**config.mk**
```make
export PLATFORM = sky130hd
export DESIGN_NAME = complex_mult_arbiter
export DESIGN_NICKNAME = d
export VERILOG_FILES = /design/src/rtl/complex_mult_arbiter.sv
export SDC_FILE = /design/constraint.sdc
export NUM_CORES = 1
export LEC_CHECK = 0
export CAP_MARGIN = 20
export CORE_ASPECT_RATIO = 0.75
export CORE_MARGIN = 8
export CORE_UTILIZATION = 38
export CTS_CLUSTER_DIAMETER = 40
export DETAILED_ROUTE_END_ITERATION = 7
export HOLD_SLACK_MARGIN = 0.02
export PLACE_DENSITY_LB_ADDON = 0.2
export SYNTH_ARGS = -nofsm -noshare
export SYNTH_HDL_FRONTEND = slang
export SYNTH_SLANG_ARGS = --single-unit
```
**constraint.sdc**
```tcl
create_clock -name clk -period 3.38 [get_ports clk]
set_input_delay 0.845 -clock clk [delete_from_list [all_inputs] [get_ports clk]]
set_output_delay 0.845 -clock clk [all_outputs]
set_load 0.02 [all_outputs]
```
**src/rtl/complex_mult_arbiter.sv**
```systemverilog
// Round-robin front end sharing one complex multiplier among NUM_REQ AXI-stream requesters.
// Grant-to-issue latency one cycle; responses are routed in order by a tag FIFO, and a stalled head blocks later beats.
module complex_mult_arbiter #(
  parameter int INTEGER_WIDTH    = 4,
  parameter int FRACTIONAL_WIDTH = 4,
  parameter int NUM_REQ          = 4,
  parameter int TAG_DEPTH        = 8,
  localparam int W    = 2*(INTEGER_WIDTH+FRACTIONAL_WIDTH),
  localparam int P    = 4*(INTEGER_WIDTH+FRACTIONAL_WIDTH),
  localparam int CNTW = $clog2(TAG_DEPTH)+1
) (
  input  logic                  clk,
  input  logic                  rst,
  input  logic [NUM_REQ-1:0]    req_tvalid,
  output logic [NUM_REQ-1:0]    req_tready,
  input  logic [NUM_REQ*W-1:0]  req_a_tdata,
  input  logic [NUM_REQ*W-1:0]  req_b_tdata,
  output logic [NUM_REQ-1:0]    rsp_tvalid,
  input  logic [NUM_REQ-1:0]    rsp_tready,
  output logic [P-1:0]          rsp_tdata,
  output logic                  mult_a_tvalid,
  input  logic                  mult_a_tready,
  output logic [W-1:0]          mult_a_tdata,
  output logic                  mult_b_tvalid,
  input  logic                  mult_b_tready,
  output logic [W-1:0]          mult_b_tdata,
  input  logic                  mult_prod_tvalid,
  output logic                  mult_prod_tready,
  input  logic [P-1:0]          mult_prod_tdata,
  output logic [CNTW-1:0]       inflight,
  output logic                  orphan_err
);

  localparam int IDW = $clog2(NUM_REQ);
  localparam int TW  = $clog2(TAG_DEPTH);
  localparam logic [IDW:0]    NREQ_X  = (IDW+1)'(NUM_REQ);
  localparam logic [CNTW-1:0] DEPTH_X = CNTW'(TAG_DEPTH);

  typedef enum logic {ARB, ISSUE} state_t;

  state_t          r_state;
  state_t          w_state_nxt;
  logic [IDW-1:0]  r_rr_ptr;
  logic [IDW-1:0]  r_id_hold;
  logic [W-1:0]    r_a_hold;
  logic [W-1:0]    r_b_hold;
  logic            r_a_sent;
  logic            r_b_sent;
  logic            r_orphan;
  logic [IDW-1:0]  r_tag_mem [TAG_DEPTH];
  logic [TW-1:0]   r_wr_ptr;
  logic [TW-1:0]   r_rd_ptr;
  logic [CNTW-1:0] r_count;

  logic            w_grant_vld;
  logic [IDW-1:0]  w_grant_id;
  logic            w_grant;
  logic            w_a_hs;
  logic            w_b_hs;
  logic            w_issue_done;
  logic            w_empty;
  logic            w_pop;
  logic [IDW-1:0]  w_head;

  function automatic logic [IDW-1:0] f_wrap(input logic [IDW:0] v);
    logic [IDW:0] t;
    t = (v >= NREQ_X) ? (v - NREQ_X) : v;
    return t[IDW-1:0];
  endfunction

  // Scan from farthest to nearest so the requester closest after r_rr_ptr wins.
  always_comb begin
    w_grant_vld = 1'b0;
    w_grant_id  = '0;
    for (int k = NUM_REQ; k >= 1; k--) begin
      if (req_tvalid[f_wrap({1'b0, r_rr_ptr} + (IDW+1)'(k))]) begin
        w_grant_vld = 1'b1;
        w_grant_id  = f_wrap({1'b0, r_rr_ptr} + (IDW+1)'(k));
      end
    end
  end

  always_ff @(posedge clk) begin
    if (rst) begin
      r_state <= ARB;
    end else begin
      r_state <= w_state_nxt;
    end
  end

  always_comb begin
    w_state_nxt   = r_state;
    w_grant       = 1'b0;
    req_tready    = '0;
    mult_a_tvalid = 1'b0;
    mult_b_tvalid = 1'b0;
    w_issue_done  = 1'b0;
    case (r_state)
      ARB: begin
        if (w_grant_vld && (r_count < DEPTH_X)) begin
          w_grant                = 1'b1;
          req_tready[w_grant_id] = 1'b1;
          w_state_nxt            = ISSUE;
        end
      end
      ISSUE: begin
        mult_a_tvalid = !r_a_sent;
        mult_b_tvalid = !r_b_sent;
        if ((r_a_sent || mult_a_tready) && (r_b_sent || mult_b_tready)) begin
          w_issue_done = 1'b1;
          w_state_nxt  = ARB;
        end
      end
      default: w_state_nxt = ARB;
    endcase
  end

  assign w_a_hs       = mult_a_tvalid && mult_a_tready;
  assign w_b_hs       = mult_b_tvalid && mult_b_tready;
  assign mult_a_tdata = r_a_hold;
  assign mult_b_tdata = r_b_hold;

  always_ff @(posedge clk) begin
    if (rst) begin
      r_rr_ptr  <= IDW'(NUM_REQ-1);
      r_id_hold <= '0;
      r_a_hold  <= '0;
      r_b_hold  <= '0;
      r_a_sent  <= 1'b0;
      r_b_sent  <= 1'b0;
    end else begin
      if (w_grant) begin
        r_a_hold  <= req_a_tdata[int'(w_grant_id)*W +: W];
        r_b_hold  <= req_b_tdata[int'(w_grant_id)*W +: W];
        r_id_hold <= w_grant_id;
        r_rr_ptr  <= w_grant_id;
      end
      if (w_issue_done) begin
        r_a_sent <= 1'b0;
        r_b_sent <= 1'b0;
      end else begin
        if (w_a_hs) r_a_sent <= 1'b1;
        if (w_b_hs) r_b_sent <= 1'b1;
      end
    end
  end

  // Tag FIFO: only one pair is ever held, and grants stop at full, so no overflow guard is needed.
  assign w_empty = (r_count == '0);
  assign w_head  = r_tag_mem[r_rd_ptr];
  assign w_pop   = !w_empty && mult_prod_tvalid && rsp_tready[w_head];

  always_ff @(posedge clk) begin
    if (w_issue_done) begin
      r_tag_mem[r_wr_ptr] <= r_id_hold;
    end
  end

  always_ff @(posedge clk) begin
    if (rst) begin
      r_wr_ptr <= '0;
      r_rd_ptr <= '0;
      r_count  <= '0;
      r_orphan <= 1'b0;
    end else begin
      if (w_issue_done) r_wr_ptr <= r_wr_ptr + 1'b1;
      if (w_pop)        r_rd_ptr <= r_rd_ptr + 1'b1;
      if (w_issue_done && !w_pop) begin
        r_count <= r_count + 1'b1;
      end else if (w_pop && !w_issue_done) begin
        r_count <= r_count - 1'b1;
      end
      if (w_empty && mult_prod_tvalid) r_orphan <= 1'b1;
    end
  end

  // With no tag outstanding the beat is swallowed so the multiplier can never wedge.
  always_comb begin
    rsp_tvalid       = '0;
    mult_prod_tready = 1'b1;
    if (!w_empty) begin
      rsp_tvalid[w_head] = mult_prod_tvalid;
      mult_prod_tready   = rsp_tready[w_head];
    end
  end

  assign rsp_tdata  = mult_prod_tdata;
  assign inflight   = r_count;
  assign orphan_err = r_orphan;

endmodule

```
[After elaboration in Yosys (flattened, before gate mapping)]
Memory sizes are Yosys's and may differ from the RTL's. A register that Yosys moved wholly into a read port is not among the register bits.
Cells that the tools add are included.
Storage, ports and cells
  bits in registers: 50
  memories: 1
  output and inout port bits: 80
  RAM bits: 16
  input port bits: 173
  logic and storage cells: 106
Operators by class
  bitwise gates (word level): 2
  muxes and demuxes: 44
  reduce and logical (&&, ||, !) cells: 21
  order comparisons: 13
  add/subtract/negate cells: 12
  shifts and indexed selects: 2
Memories
  r_tag_mem: words 8, width 2, rd ports 1, clocked after Yosys merged registers in 1, write ports 1, RTL line 50  | logic [IDW-1:0] r_tag_mem [TAG_DEPTH];
Operators by type and width (count)
  $shiftx A64 B7 Y16: 2
  $mux W1: 21
  $mux W4: 5
  $lt A2 B3 Y1 const B: 6
  $mux W2: 8
  $ge A3 B3 Y1 const B: 4
  $logic_and A1 B1 Y1: 11
  $bmux W1 S2: 5
  $sub A2 B1 Y2 const B: 4
  $add A2 B2 Y3 const B: 2
  $add A3 B1 Y3 const B: 2
  $mux W3: 2
  $logic_not A1 Y1: 5
  $add A4 B1 Y4 const B: 1
  $and A4 B4 Y4: 1
  $demux W1 S2: 2
  $ge A2 B1 Y1 const B: 2
  $logic_not A4 Y1: 1
  $lt A4 B4 Y1 const B: 1
  $sub A4 B1 Y4 const B: 1
  $add A2 B1 Y3 const B: 1
  $add A2 B3 Y3 const B: 1
  $logic_or A1 B1 Y1: 2
  $pmux W1 S2: 1
  other kinds (3): 3

[Depth between registers and ports, before layout]
  depth after elaboration: 15
  gate-level depth with buffers: 14
  depth with buffers taken out: 13

[Worst setup path after synthesis]
No wires, ideal clock.
  kind: input -> output
  start: input port req_tvalid[3]
  end: output port req_tready[1]
  stages on the path: 7
  required time: 2.535 ns
  path slack: 0.231 ns
  path buffers: 3
  arrival: 2.304 ns
  path through: nor2b_1 > or2_2 > buf_2 > and2_1 > buf_2 > buf_2 > nor3_1
Between the ends
  longest elaborated chain between the ends: 12
  elaborated cells between the ends (all ways): 24
  those cells by class: order compare: 2; mux: 20; reduce/logical: 2
RTL lines
  from (decl): RTL line 14  | input logic [NUM_REQ-1:0] req_tvalid,
  $bmux W1 S2: RTL line 76  | if (req_tvalid[f_wrap({1'b0, r_rr_ptr} + (IDW+1)'(k))]) begin
  $mux W1 (not written as such): RTL line 76
  $mux W2 (4 in series): RTL line 76
  $lt A2 B3 Y1 (not written as such) or $ge A2 B1 Y1 (tied branches): RTL line 102  | req_tready[w_grant_id] = 1'b1;
  $logic_and A1 B1 Y1 (not written as such): RTL line 102
  $mux W1 (not written as such): RTL line 102
  $demux W1 S2: RTL line 102
  $mux W4 (*): RTL line 100  | if (w_grant_vld && (r_count < DEPTH_X)) begin
  $mux W4 (*): RTL line 98  | case (r_state)
  to (decl): RTL line 15  | output logic [NUM_REQ-1:0] req_tready,
Every way passes the cells marked *; elsewhere a longest branch is shown, timed or not. The select of a mux whose other input is x is not followed.

[Final worst setup path]
  start: input port req_tvalid[1]
  end: output port req_tready[1]
The elaborated chain is that of the path after synthesis.

==> results.json <==
{
  "pwr-share-seq": 0.278,
  "synth_cell_type_count": 42,
  "grt_overflow": 0,
  "clkLatencyLatePin_ps": 330,
  "die_h_um": 106,
  "synth_cells": 485,
  "cts_made_buffers": 9,
  "synthesis.area_um2": 4090,
  "die_x_um": 136,
  "drt-total-wl_um": 14200,
  "fin_crit_ps": 3260,
  "cts.reportedPaths.clkPinSlew_ps": 60,
  "p_leak_nw": 2.41,
  "seq_area_frac_synth": 0.377,
  "ant_nets": 0,
  "grt_usage": 0.194,
  "p_sw_mw": 1.58,
  "vias": 4141,
  "intPower_mw": 2.72,
  "grt_pass1_vias": 4341,
  "htreeDepth": 3,
  "start_util": 0.394,
  "yosys.area_share.simple": 0.223,
  "synth-async-reset-ratio": 0,
  "drv_cap": 0,
  "cts_tree": "done",
  "hpwl_um": 10800,
  "firstDrtPassIters": 4,
  "post-route-drc-count": 0,
  "synth_fp_nets": 664,
  "routedWlPerCell_um": 18.3,
  "yosys_warnings": 0,
  "antenna_found_initial": 1,
  "drv_slew": 0,
  "holdWs_ps": 452,
  "synth_mux_area_frac": 0.0435,
  "layout_setup_ws_ps": 117,
  "synth_top_family_by_area": "simple AND/OR/NAND/NOR gates",
  "floorplan.rows": 32,
  "status": "finished, final reports clean",
  "criticalPathCategory": "input pin to output port",
  "final_cell_mix": "180 x clkdlybuf4s50_1, 102 x nand2_1, 52 x dfxtp_1, 42 x a21oi_1, 34 x and3_1",
  "finalHoldViolCount": 0,
  "fin_skew_ps": 4.20,
  "place.gp.congestion": 0.831,
  "synth_top_cells_by_area": "dfxtp_1 26%, edfxtp_1 12%, nand2_1 9.5%, a311o_1 7.8%, buf_4 6.6%",
  "grt_max_degree": 54,
  "layout-drive-gt1-share": 0.0920,
  "cp-end-kind": "output port",
  "slew-limit-headroom": 0.625,
  "fmax_mhz": 306,
  "power_density_nw_per_um2": 691,
  "p_clk_frac": 0.242,
  "setup_violations": 0,
  "worst_slew_pin_slew_ps": 563,
  "synth_top_area_share": 0.260,
  "hold_buffers": 0,
  "dominantRegCellSynth": "dfxtp_1",
  "switching_share": 0.367,
  "io_buffers": 188,
  "synth.ff_latch_count": 69,
  "pwr-share-comb": 0.480,
  "area_growth_syn_to_layout_pct": 52.0,
  "ir_drop_mv": 0.315,
  "arrival_ps": 2420,
  "synth_edf_count": 16,
  "cp_max_fo": 5,
  "min_path_type": "flop to flop",
  "grt_pass1_wl_um": 22400,
  "critPathLaunchType": "input pin",
  "drt_first_iter_violations": 213,
  "rsz0062_at_grt": "no",
  "crit_required_ps": 2530,
  "pre_cts_ws_ps": -360,
  "avgSynthCellArea_um2": 8.43,
  "core_area_um2": 10400,
  "die_area_um2": 14400,
  "clock_sinks": 69,
  "p_total_mw": 4.29,
  "nNetsFinal": 815,
  "post-synth-top-area-cell": "dfxtp_1",
  "fin_crit_sh": 0.965,
  "final_common_cell": "clkdlybuf4s50_1",
  "yosys.area_share.adder": 0.0202,
  "clockBufferDepth": 2,
  "synth-compound-area-share": 0.212,
  "clock-root-buffer": "clkbuf_16",
  "synth_xor_area_frac": 0.0129,
  "via_per_inst": 5.32,
  "io_pins": 253
}
-- sequential cells by signal (all words and copies together) (netlist names), named ones only --
| signal | cells |
|---|---|
| r_id_hold | 2 |
| inflight | 4 |
| r_rd_ptr | 3 |
| r_state | 1 |
| mult_b_tdata | 16 |
| r_a_sent | 1 |
| r_b_sent | 1 |
| mult_a_tdata | 16 |
| r_tag_mem | 16 |
| r_rr_ptr | 2 |
| r_wr_ptr | 3 |
| orphan_err | 1 |
-- kinds of logic (layout without fill, tap and decap cells) --
| logic type | after synthesis | count (layout) |
|---|---|---|
| mux | 12 | 12 |
| fa+ha+maj | 6 | 6 |
| flops | 69 | 69 |
| xor+xnor | 6 | 6 |
| simple gates | 198 | 198 |
| other cells | 0 | 1 |
| buf+inv | 76 | 232 |
| compound gates | 118 | 118 |
-- final cells by class --
type | count | area, um2
Fill cell | 904 | 4160
Timing Repair Buffer | 213 | 2040
Antenna cell | 1 | 2.50
Clock inverter | 3 | 46.3
Sequential cell | 69 | 1540
Tap cell | 136 | 170
Clock buffer | 13 | 294
Multi-Input combinational cell | 340 | 2100
Inverter | 3 | 11.3
-- timing repair --
item	4_1_cts	5_1_grt
gates resized for setup	17	5
pin swaps	0	0
setup endpoints to repair	7	4
buffers inserted	0	2
-- power groups by stage --
stage | clock [mW] | combinational, mW | sequential (mW)
2_1_floorplan | 0 | 1.17 | 1.33
3_3_place_gp | 0 | 2.05 | 1.20
3_5_place_dp | 0 | 2.08 | 1.21
4_1_cts | 1.07 | 2.07 | 1.19
5_1_grt | 1.11 | 2.24 | 1.22
6_report | 1.04 | 2.06 | 1.19
-- per-layer routing --
metal  global-route usage  vias to the layer above  share of wire
li1                     -                     2010              -
met1                0.203                     1912           0.39
met2                0.317                      189           0.46
met3                0.116                       30           0.13
met4               0.0688                        0          0.025
met5                    0                        -              0
-- through the flow --
step	utilization	cells	TNS [ps]	instance area [um2]
2_1_floorplan	-	485	0	4090
4_1_cts	0.598	775	0	6210
5_1_grt	0.599	778	0	6210
3_3_place_gp	0.566	759	-1190	5870
3_5_place_dp	0.566	759	-1320	5870
6_report	0.599	778	0	6210
-- worst paths after layout --
kind	startpoint	end	slack [ps]	cells after the start
worst max register to register	flop	inflight[3]	270	14
worst max-delay path	req_tvalid[1]	req_tready[1]	120	6
worst min register to register	mult_b_tdata[8]	mult_b_tdata[8]	450	2
worst min-delay path	mult_b_tdata[8]	mult_b_tdata[8]	450	2
-- critical path: stages --
cell and delay (ps):
clkdlybuf4s50_1 530, nor4_1 80, buf_4 140, or3_2 460, nor3_1 140, buf_2 210
-- synth_stat cells, drive strengths merged, types with 4 or more instances --
| cell | instances |
|---|---|
| buf | 44 |
| nand2b | 8 |
| ha | 5 |
| a211oi | 33 |
| xnor2 | 4 |
| dfxtp | 53 |
| nand2 | 104 |
| nor2b | 4 |
| and3 | 34 |
| nor2 | 28 |
| clkbuf | 29 |
| mux2i | 9 |
| nor3 | 10 |
| a21oi | 42 |
| edfxtp | 16 |
| a311o | 32 |
(Power assumes the default switching activity.)
